[config.mk]
export PLATFORM = sky130hd
export DESIGN_NAME = id_stage
export DESIGN_NICKNAME = d
export VERILOG_FILES = /design/src/rtl/mips_pkg.sv /design/src/rtl/id_decode.sv /design/src/rtl/id_stage.sv
export SDC_FILE = /design/constraint.sdc
export NUM_CORES = 1
export LEC_CHECK = 0
export BUFFER_PORTS_ARGS = -buffer_cell sky130_fd_sc_hd__buf_2
export CAP_MARGIN = 5
export CELL_PAD_IN_SITES_DETAIL_PLACEMENT = 2
export CELL_PAD_IN_SITES_GLOBAL_PLACEMENT = 2
export CORE_ASPECT_RATIO = 1.4
export CORE_MARGIN = 8
export CORE_UTILIZATION = 24
export DETAILED_ROUTE_END_ITERATION = 12
export PLACE_DENSITY = 0.87
export RECOVER_POWER = 100
export SLEW_MARGIN = 25
export SYNTH_ARGS = -nofsm -noshare
export SYNTH_HDL_FRONTEND = slang
export SYNTH_SLANG_ARGS = --single-unit
[constraint.sdc]
create_clock -name clk -period 2.8 [get_ports clk]
set_clock_uncertainty 0.05 [all_clocks]
set_input_delay 0.56 -clock clk [delete_from_list [all_inputs] [get_ports clk]]
set_output_delay 0.56 -clock clk [all_outputs]
set_load 0.02 [all_outputs]
[src/rtl/mips_pkg.sv]
// Shared MIPS decode definitions: widths, opcode/funct codes, ALU operation enum.
// Latency: n/a (constants and a pure helper function only).
// Backpressure: n/a.
package mips_pkg;

  localparam int DW   = 32;
  localparam int AW   = 5;
  localparam int CNTW = 16;

  // Primary opcodes (inst[31:26])
  localparam logic [5:0] OP_SPECIAL = 6'h00;
  localparam logic [5:0] OP_ADDIU   = 6'h09;
  localparam logic [5:0] OP_ANDI    = 6'h0C;
  localparam logic [5:0] OP_ORI     = 6'h0D;
  localparam logic [5:0] OP_XORI    = 6'h0E;
  localparam logic [5:0] OP_LUI     = 6'h0F;
  localparam logic [5:0] OP_LW      = 6'h23;

  // SPECIAL function codes (inst[5:0])
  localparam logic [5:0] FN_SLL  = 6'h00;
  localparam logic [5:0] FN_SRL  = 6'h02;
  localparam logic [5:0] FN_SRA  = 6'h03;
  localparam logic [5:0] FN_ADDU = 6'h21;
  localparam logic [5:0] FN_SUBU = 6'h23;
  localparam logic [5:0] FN_AND  = 6'h24;
  localparam logic [5:0] FN_OR   = 6'h25;
  localparam logic [5:0] FN_XOR  = 6'h26;
  localparam logic [5:0] FN_NOR  = 6'h27;
  localparam logic [5:0] FN_SLT  = 6'h2A;

  typedef enum logic [4:0] {
    ALU_NOP, ALU_ADD, ALU_SUB, ALU_AND, ALU_OR, ALU_XOR,
    ALU_NOR, ALU_SLT, ALU_SLL, ALU_SRL, ALU_SRA, ALU_LUI
  } aluop_t;

  function automatic logic [31:0] sext16(input logic [15:0] v);
    return {{16{v[15]}}, v};
  endfunction

endpackage

[src/rtl/id_decode.sv]
// Combinational MIPS instruction decoder for the supported R/I-type subset.
// Latency: 0 cycles (pure combinational).
// Backpressure: none; outputs follow inst_i directly.
// Ports: inst_i in; aluop/re1/re2/we/waddr/imm/shamt/use_shamt/is_load/illegal
//        plus the rs/rt read addresses out.
module id_decode
  import mips_pkg::*;
(
  input  logic [31:0]   inst_i,
  output aluop_t        aluop_o,
  output logic          re1_o,
  output logic          re2_o,
  output logic          we_o,
  output logic [AW-1:0] raddr1_o,
  output logic [AW-1:0] raddr2_o,
  output logic [AW-1:0] waddr_o,
  output logic [31:0]   imm_o,
  output logic [4:0]    shamt_o,
  output logic          use_shamt_o,
  output logic          is_load_o,
  output logic          illegal_o
);

  logic [5:0]  opcode;
  logic [5:0]  funct;
  logic [15:0] imm16;

  assign opcode   = inst_i[31:26];
  assign funct    = inst_i[5:0];
  assign imm16    = inst_i[15:0];
  assign raddr1_o = inst_i[25:21];
  assign raddr2_o = inst_i[20:16];
  assign shamt_o  = inst_i[10:6];

  always_comb begin
    aluop_o     = ALU_NOP;
    re1_o       = 1'b0;
    re2_o       = 1'b0;
    we_o        = 1'b0;
    waddr_o     = inst_i[20:16];
    imm_o       = '0;
    use_shamt_o = 1'b0;
    is_load_o   = 1'b0;
    illegal_o   = 1'b0;
    case (opcode)
      OP_SPECIAL: begin
        waddr_o = inst_i[15:11];
        re1_o   = 1'b1;
        re2_o   = 1'b1;
        we_o    = 1'b1;
        case (funct)
          FN_ADDU: aluop_o = ALU_ADD;
          FN_SUBU: aluop_o = ALU_SUB;
          FN_AND:  aluop_o = ALU_AND;
          FN_OR:   aluop_o = ALU_OR;
          FN_XOR:  aluop_o = ALU_XOR;
          FN_NOR:  aluop_o = ALU_NOR;
          FN_SLT:  aluop_o = ALU_SLT;
          // Shifts take shamt in place of rs, so rs is not read.
          FN_SLL:  begin aluop_o = ALU_SLL; re1_o = 1'b0; use_shamt_o = 1'b1; end
          FN_SRL:  begin aluop_o = ALU_SRL; re1_o = 1'b0; use_shamt_o = 1'b1; end
          FN_SRA:  begin aluop_o = ALU_SRA; re1_o = 1'b0; use_shamt_o = 1'b1; end
          default: begin
            // Unknown funct reads nothing, so it can never cause a stall.
            re1_o     = 1'b0;
            re2_o     = 1'b0;
            we_o      = 1'b0;
            illegal_o = 1'b1;
          end
        endcase
      end
      OP_ADDIU: begin aluop_o = ALU_ADD; re1_o = 1'b1; we_o = 1'b1; imm_o = sext16(imm16); end
      OP_ANDI:  begin aluop_o = ALU_AND; re1_o = 1'b1; we_o = 1'b1; imm_o = {16'h0, imm16}; end
      OP_ORI:   begin aluop_o = ALU_OR;  re1_o = 1'b1; we_o = 1'b1; imm_o = {16'h0, imm16}; end
      OP_XORI:  begin aluop_o = ALU_XOR; re1_o = 1'b1; we_o = 1'b1; imm_o = {16'h0, imm16}; end
      OP_LUI:   begin aluop_o = ALU_LUI; we_o = 1'b1; imm_o = {imm16, 16'h0}; end
      OP_LW: begin
        aluop_o   = ALU_ADD;
        re1_o     = 1'b1;
        we_o      = 1'b1;
        is_load_o = 1'b1;
        imm_o     = sext16(imm16);
      end
      default: illegal_o = 1'b1;
    endcase
  end

endmodule

[src/rtl/id_stage.sv]
// MIPS ID stage: decode, EX/MEM operand forwarding, load-use stall, ID/EX register.
// Latency: 1 cycle i_inst -> o_*; o_ready/o_re*/o_raddr* are combinational.
// Backpressure: o_ready=0 on a load-use hazard (IF/ID must hold); flush forces o_ready=1.
// Ports: IF/ID in (i_valid,i_pc,i_inst,i_flush), regfile read ports, EX/MEM writeback
//        snoop, ID/EX outputs (o_valid..o_pc) and the saturating o_stall_cnt.
module id_stage
  import mips_pkg::*;
#(
  parameter int DW   = mips_pkg::DW,
  parameter int AW   = mips_pkg::AW,
  parameter int CNTW = mips_pkg::CNTW
) (
  input  logic            clk,
  input  logic            rst,
  input  logic            i_valid,
  input  logic [DW-1:0]   i_pc,
  input  logic [DW-1:0]   i_inst,
  output logic            o_ready,
  input  logic            i_flush,
  output logic            o_re1,
  output logic            o_re2,
  output logic [AW-1:0]   o_raddr1,
  output logic [AW-1:0]   o_raddr2,
  input  logic [DW-1:0]   i_rdata1,
  input  logic [DW-1:0]   i_rdata2,
  input  logic            i_ex_we,
  input  logic            i_ex_is_load,
  input  logic [AW-1:0]   i_ex_waddr,
  input  logic [DW-1:0]   i_ex_wdata,
  input  logic            i_mem_we,
  input  logic [AW-1:0]   i_mem_waddr,
  input  logic [DW-1:0]   i_mem_wdata,
  output logic            o_valid,
  output aluop_t          o_aluop,
  output logic [DW-1:0]   o_op1,
  output logic [DW-1:0]   o_op2,
  output logic            o_we,
  output logic [AW-1:0]   o_waddr,
  output logic            o_is_load,
  output logic            o_illegal,
  output logic [DW-1:0]   o_pc,
  output logic [CNTW-1:0] o_stall_cnt
);

  aluop_t        dec_aluop;
  logic          dec_re1, dec_re2, dec_we, dec_use_shamt, dec_is_load, dec_illegal;
  logic [AW-1:0] rs, rt, dec_waddr;
  logic [31:0]   dec_imm;
  logic [4:0]    dec_shamt;

  id_decode u_dec (
    .inst_i      (i_inst[31:0]),
    .aluop_o     (dec_aluop),
    .re1_o       (dec_re1),
    .re2_o       (dec_re2),
    .we_o        (dec_we),
    .raddr1_o    (rs),
    .raddr2_o    (rt),
    .waddr_o     (dec_waddr),
    .imm_o       (dec_imm),
    .shamt_o     (dec_shamt),
    .use_shamt_o (dec_use_shamt),
    .is_load_o   (dec_is_load),
    .illegal_o   (dec_illegal)
  );

  assign o_re1    = dec_re1;
  assign o_re2    = dec_re2;
  assign o_raddr1 = rs;
  assign o_raddr2 = rt;

  // Operand bypass: $0 is hard zero, then the youngest producer (EX) wins over MEM.
  logic [DW-1:0] src1, src2;
  always_comb begin
    src1 = i_rdata1;
    if (rs == '0)                             src1 = '0;
    else if (i_ex_we && (i_ex_waddr == rs))   src1 = i_ex_wdata;
    else if (i_mem_we && (i_mem_waddr == rs)) src1 = i_mem_wdata;
  end
  always_comb begin
    src2 = i_rdata2;
    if (rt == '0)                             src2 = '0;
    else if (i_ex_we && (i_ex_waddr == rt))   src2 = i_ex_wdata;
    else if (i_mem_we && (i_mem_waddr == rt)) src2 = i_mem_wdata;
  end

  // A load in EX has no data yet; the consumer waits one cycle and then
  // picks the value up from the MEM bypass.
  logic hz, issue;
  assign hz = i_valid && i_ex_we && i_ex_is_load && (i_ex_waddr != '0) &&
              ((dec_re1 && (i_ex_waddr == rs)) || (dec_re2 && (i_ex_waddr == rt)));
  assign o_ready = i_flush || !hz;
  assign issue   = i_valid && !i_flush && !hz;

  logic            valid_d, valid_q, we_d, we_q, is_load_d, is_load_q, illegal_d, illegal_q;
  aluop_t          aluop_d, aluop_q;
  logic [DW-1:0]   op1_d, op1_q, op2_d, op2_q, pc_d, pc_q;
  logic [AW-1:0]   waddr_d, waddr_q;
  logic [CNTW-1:0] cnt_d, cnt_q;

  always_comb begin
    valid_d   = issue;
    we_d      = issue && dec_we;
    is_load_d = issue && dec_is_load;
    illegal_d = dec_illegal;
    aluop_d   = dec_aluop;
    waddr_d   = dec_waddr;
    pc_d      = i_pc;
    op1_d     = '0;
    if (dec_use_shamt) op1_d = DW'(dec_shamt);
    else if (dec_re1)  op1_d = src1;
    op2_d = dec_re2 ? src2 : DW'(dec_imm);
    cnt_d = cnt_q;
    if (hz && !i_flush && !(&cnt_q)) cnt_d = cnt_q + 1'b1;
  end

  always_ff @(posedge clk) begin
    if (!rst) begin
      valid_q   <= 1'b0;
      we_q      <= 1'b0;
      is_load_q <= 1'b0;
      illegal_q <= 1'b0;
      aluop_q   <= ALU_NOP;
      waddr_q   <= '0;
      pc_q      <= '0;
      op1_q     <= '0;
      op2_q     <= '0;
      cnt_q     <= '0;
    end else begin
      valid_q   <= valid_d;
      we_q      <= we_d;
      is_load_q <= is_load_d;
      illegal_q <= illegal_d;
      aluop_q   <= aluop_d;
      waddr_q   <= waddr_d;
      pc_q      <= pc_d;
      op1_q     <= op1_d;
      op2_q     <= op2_d;
      cnt_q     <= cnt_d;
    end
  end

  assign o_valid     = valid_q;
  assign o_we        = we_q;
  assign o_is_load   = is_load_q;
  assign o_illegal   = illegal_q;
  assign o_aluop     = aluop_q;
  assign o_waddr     = waddr_q;
  assign o_pc        = pc_q;
  assign o_op1       = op1_q;
  assign o_op2       = op2_q;
  assign o_stall_cnt = cnt_q;

endmodule

[Word level (Yosys, flattened, before mapping)]
Cells that the tools add are included.
Operators by class
  add/subtract/negate cells: 1
  multipliers: 0
  div/mod/pow operators: 0
  $lt $le $gt $ge: 0
  equality and inequality tests: 19
  shift operators: 0
  multiplexer cells: 23
  bitwise operators: 2
  reduce and logical (&&, ||, !) cells: 35
Operators by type and width (number)
  32-bit 2-to-1 mux: 6
  32-bit case mux with 3 select lines: 1
  6-bit equality test, second input constant: 8
  4-bit case mux with 10 select lines: 1
  6-bit by 4-bit equality test with 1-bit output, second input constant: 5
  5-bit case mux with 6 select lines: 1
  5-bit equality test: 4
  5-bit 2-to-1 mux: 4
  16-bit by 1-bit adder with 16-bit output, second input constant: 1
  1-bit logical AND: 16
  16-bit AND reduction: 1
  6-bit by 2-bit equality test with 1-bit output, second input constant: 2
  6-bit logical NOT: 2
  5-bit logical NOT: 2
  10-bit OR reduction: 1
  1-bit 2-to-1 mux: 7
  7-bit OR reduction: 1
  1-bit case mux with 2 select lines: 3
  3-bit OR reduction: 2
  6-bit OR reduction: 1
  5-bit nonzero test: 1
  5-bit OR reduction: 1
  4-bit OR reduction: 1
  1-bit logical NOT: 3
  3 further kinds: 5
Word-level totals
  flip-flop bits (word level): 126
  latch bits: 0
  bits in writable memories: 0
  memory bits (read-only): 0
  input port bits: 209
  output and inout port bits: 139
  logic and storage cells: 91
  memories kept: 0

[Depth between registers and ports, before layout]
  depth in word-level cells: 10
  depth in mapped cells: 9
  depth with buffers taken out: 7

[By module]
Synthesis repeated with hierarchy kept, for this count alone.
Unflattened totals
  cells, all modules: 760
  area, all modules: 6368.6 um^2
Modules (own cells, without submodules)
  id_stage: times used 1, cells each 637, area each 5492.8 um^2, sequential area each 2522.4 um^2
  id_decode: times used 1, cells each 123, area each 875.8 um^2, sequential area each 0.0 um^2

[Worst setup path after synthesis]
Ideal clock, no wire load.
  path type: input to output
  start: input i_inst[2]
  end: output o_ready
  data arrival time: 2.205 ns
  required time: 2.190 ns
  path slack: -0.015 ns
  stages on the path: 7
  path buffers: 2
  path through: buf_4 nor2b_4 a2111o_1 a21oi_4 a22oi_2 clkbuf_1 or3_1
On the way
  word-level cells in the longest chain between the ends: 9
  elaborated cells between the ends (all ways): 22
  those cells by class: eq/ne (9); mux (4); reduce/logical (9)
RTL lines
  start, declared: line id_stage.sv:17  | input logic [DW-1:0] i_inst,
  6-bit equality test (tied with other cells): line id_decode.sv:51  | case (funct)
  10-bit OR reduction (no source line) *
  1-bit 2-to-1 mux *: line id_decode.sv:51
  1-bit 2-to-1 mux *: line id_decode.sv:45  | case (opcode)
  via o_re2: line id_stage.sv:21  | output logic o_re2,
  1-bit logical AND *: line id_stage.sv:91  | ((dec_re1 && (i_ex_waddr == rs)) || (dec_re2 && (i_ex_waddr == rt)));
  1-bit logical OR *: line id_stage.sv:91
  1-bit logical AND *: line id_stage.sv:90  | assign hz = i_valid && i_ex_we && i_ex_is_load && (i_ex_waddr != '0) &&
  1-bit logical NOT *: line id_stage.sv:92  | assign o_ready = i_flush || !hz;
  1-bit logical OR *: line id_stage.sv:92
  end, declared: line id_stage.sv:18  | output logic o_ready,
The timed path passes the listed nets; every way through them passes the cells marked *.

[Final worst setup path]
  start: input i_inst[27]
  end: output o_ready
On the way
  word-level cells in the longest chain between the ends: 8
  elaborated cells between the ends (all ways): 15
  those cells by class: eq/ne (5); mux (2); reduce/logical (8)
RTL lines (line)
  6-bit by 4-bit equality test with 1-bit output / 6-bit equality test (equally long branches): id_decode.sv:45
  5-bit OR reduction (no source line)
  1-bit case mux with 2 select lines: id_decode.sv:45
  1-bit logical AND: id_stage.sv:91
  1-bit logical OR *: id_stage.sv:91
  1-bit logical AND *: id_stage.sv:90
  1-bit logical NOT *: id_stage.sv:92
  1-bit logical OR *: id_stage.sv:92
Every way passes the cells marked *; elsewhere a longest branch is shown, timed or not.

==> out/qor.txt <==
Fin crit share - 0.964
Async SR Flop Fraction - 0
Area share of the largest cell type after synthesis - 0.418
Router iterations before antenna repair - 4
Psw - 0.00122 W
CP max stage cell - a211o_1
Pint - 0.00383 W
CTS tree - done
CTS H-tree depth - 4
Cell Area, Synth - 0.00598 mm^2
Critical path class - input port to output port
Critical Path Source Type - input port
Crit path depth - 8
Combinational group share of total power - 0.118
Final Max Tran Viols - 0
Fill count - 2867
CP arrival - 2.09 ns
Row cnt - 68
Slew @ Worst Pin - 0.912 ns
Worst skew pair latency - 0.42 ns
Met3 global-route usage - 0.0671
Critical path cell sequence - clkbuf_1, buf_4, nand2b_1, a211o_1, o211ai_2, a22oi_2, or3_4, clkbuf_2
Initial Utilization - 0.243
Drt drc - 0
Synth area leaders - dfxtp_1, mux2i_1, mux2_2, a211oi_1, and2_1
Vias/cell - 4.90
Leading area contributor after synthesis - dfxtp_1
Global Route met2 Usage - 0.371
R2r worst-path depth - 5
Area Overhead vs Synth - 44.7%
CTS resizes - 0
Max Freq - 370 MHz
Syn Inst Count - 643
TritonCTS buffer count - 17
Share of layout cells above drive strength 1 - 0.314
Sink Count - 125
Post CTS Setup Buffer Count - 0
Maximum number of pins on one net before global-route repair - 50
Leakage Power - 3.68 nW
Final net count - 1202
Setup crit end kind - output port
RSZ-0062 raised after global routing - no
Critical path buffer and inverter count - 3
CP required - 2.19 ns
Ports - 348
Gr usage total - 0.194
Input/output buffers - 346
Max-cap violations - 0
Antenna viol nets, final - 0
Initial antenna violation count - 2
Flop pwr share - 0.363
Iteration-0 DRC Markers - 111
Status - completed
WL/cell - 22.8 um
Worst-case clock buffer depth - 2
Worst Hold Margin - 0.290 ns
Cells on Worst Hold Path - 2
Synthesized Nets - 853
Worst rel slew slack - 0.392
Max incr delay on CP - 0.33 ns
Cts hold-fix bufs - 0
Die area - 0.0303 mm^2
First-pass GRT wire length - 44.4 mm
# setup viols final - 0
Clock transition at path regs - 0.06 ns
Gr busiest metal - met2
Final Hold Vio Count - 0
Clk Tree Root Cell - clkbuf_16
Worst ir drop on vdd - 419 uV
Vias in the first global route - 7365
Register bit total from synthesis - 125
GR Util met1 - 0.176
Period minus WS final - 2.70 ns
Post-synth EDFFs - 0
Clock Power Share - 0.519
Detailed-route via count - 6477
Top_reg_cell synth - dfxtp_1
Post-synthesis sequential area ratio - 0.418
WL final - 30.2 mm
Die Wd - 149 um
Crit-path leading delay family - compound AO/OA/AOI/OAI gates
GPL Wtd Cong - 0.813
CP Max Fanout - 6
Yosys warnings - 0
DIE HEIGHT - 203 um
Aggregate global routing overflow - 0
R2r setup slk - 0.47 ns
Setup_tns - 0 ns
Post-synthesis cell type count - 58
Switch share - 0.241
DPL Wire Length - 24.6 mm
PD cells - 583 mW/mm^2
Syn Area/Cell - 9.30 um^2
Core area - 0.0246 mm^2
Hold/Removal Path Class - input port to flip-flop
[final timing paths]
path | from | to
max | i_inst[27] | o_ready
min | i_pc[5] | o_pc[5]$_SDFF_PN0_
max reg2reg | o_stall_cnt[3]$_SDFFE_PN0P_ | o_stall_cnt[13]$_SDFFE_PN0P_
min reg2reg | o_stall_cnt[6]$_SDFFE_PN0P_ | o_stall_cnt[6]$_SDFFE_PN0P_
[cells by family after synthesis]
| logic type | synth area share |
|---|---|
| adder cells (fa/ha/maj) | 0.00209 |
| flip-flops | 0.418 |
| multiplexers | 0.185 |
| other | 0.000627 |
| XOR/XNOR | 0.0308 |
| AND/OR/NAND/NOR | 0.170 |
| buffers and inverters | 0.0498 |
| AO/OA/AOI/OAI | 0.143 |
[final cells by class]
cell class | count | area (um^2) | area share
Antenna cell | 2 | 5.00 | 0.000578
Clock buffer | 17 | 425 | 0.0491
Clock inverter | 14 | 265 | 0.0306
Inverter | 7 | 26.3 | 0.00304
Multi-Input combinational cell | 457 | 3190 | 0.369
Sequential cell | 125 | 2500 | 0.289
Tap cell | 315 | 394 | 0.0455
Timing Repair Buffer | 384 | 1850 | 0.213
[worst register-to-register path, stage by stage (launching register included)]
cell	delay, ns
dfxtp_1	0.44
and4_1	0.32
nand4_1	0.20
or4_1	0.64
or4_1	0.43
a21oi_1	0.18
[placed cells by master (no fill, tap or decap), types with 24 or more instances in the layout]
master,count
mux2i_1,69
a21oi_1,33
o21ai_0,26
a211oi_1,27
nand2_1,46
buf_4,25
and2_1,24
dfxtp_1,125
buf_2,205
clkbuf_1,147
mux2_2,36
nor2_1,40
[cell usage after synthesis, types with 2 or more instances]
master,n
nor4_1,3
clkbuf_1,30
or4_1,9
nor3b_1,4
nand4_1,5
nand2_1,48
nand3_1,11
and2_1,32
o211ai_1,3
mux2i_1,69
o22ai_1,17
dfxtp_1,125
nand2b_1,11
buf_4,15
buf_2,4
nor2_1,40
buf_1,4
a21oi_1,33
xor2_1,12
or3_1,6
inv_1,6
o21ai_1,10
a211oi_1,27
o31ai_1,4
nor3_1,8
o21ai_0,22
mux2_2,37
xnor2_1,9
o2111ai_1,2
and3_1,7
a32oi_1,3
[layer usage]
metal | wire length (um) | up-vias | share of wire
met3 | 2750 | 57 | 0.091
li1 | - | 2998 | -
met1 | 9950 | 3147 | 0.33
met4 | 1080 | 0 | 0.036
met5 | 0 | - | 0
met2 | 16400 | 275 | 0.54
[flip-flops by register name, summed over array words and instances (netlist names)]
signal and count:
o_op1 32, o_illegal 1, o_stall_cnt 16, o_waddr 5, o_aluop 4, o_is_load 1, o_op2 32, o_we 1
o_pc 32, o_valid 1
[metrics by stage]
stage	util	total power [W]	instances	setup slack, ns	cell area, um^2
3_5_place_dp	0.332	0.00249	1288	0.00322	8170
3_3_place_gp	0.332	0.00246	1288	0.0717	8170
6_report	0.352	0.00505	1321	0.101	8660
2_1_floorplan	-	0.00215	643	0.000708	5990
5_1_grt	0.352	0.00524	1321	0.0173	8660
4_1_cts	0.361	0.00513	1319	0.00687	8860
[power groups by stage]
| stage | Combinational (W) | Clock [W] | Sequential (W) |
|---|---|---|---|
| after detailed placement | 0.000618 | 0 | 0.00187 |
| after floorplan | 0.000223 | 0 | 0.00193 |
| final | 0.000596 | 0.00262 | 0.00183 |
| after global placement | 0.000592 | 0 | 0.00187 |
| after global routing | 0.000646 | 0.00276 | 0.00184 |
| after CTS | 0.000624 | 0.00268 | 0.00183 |
Power figures use the tool's default switching activity.
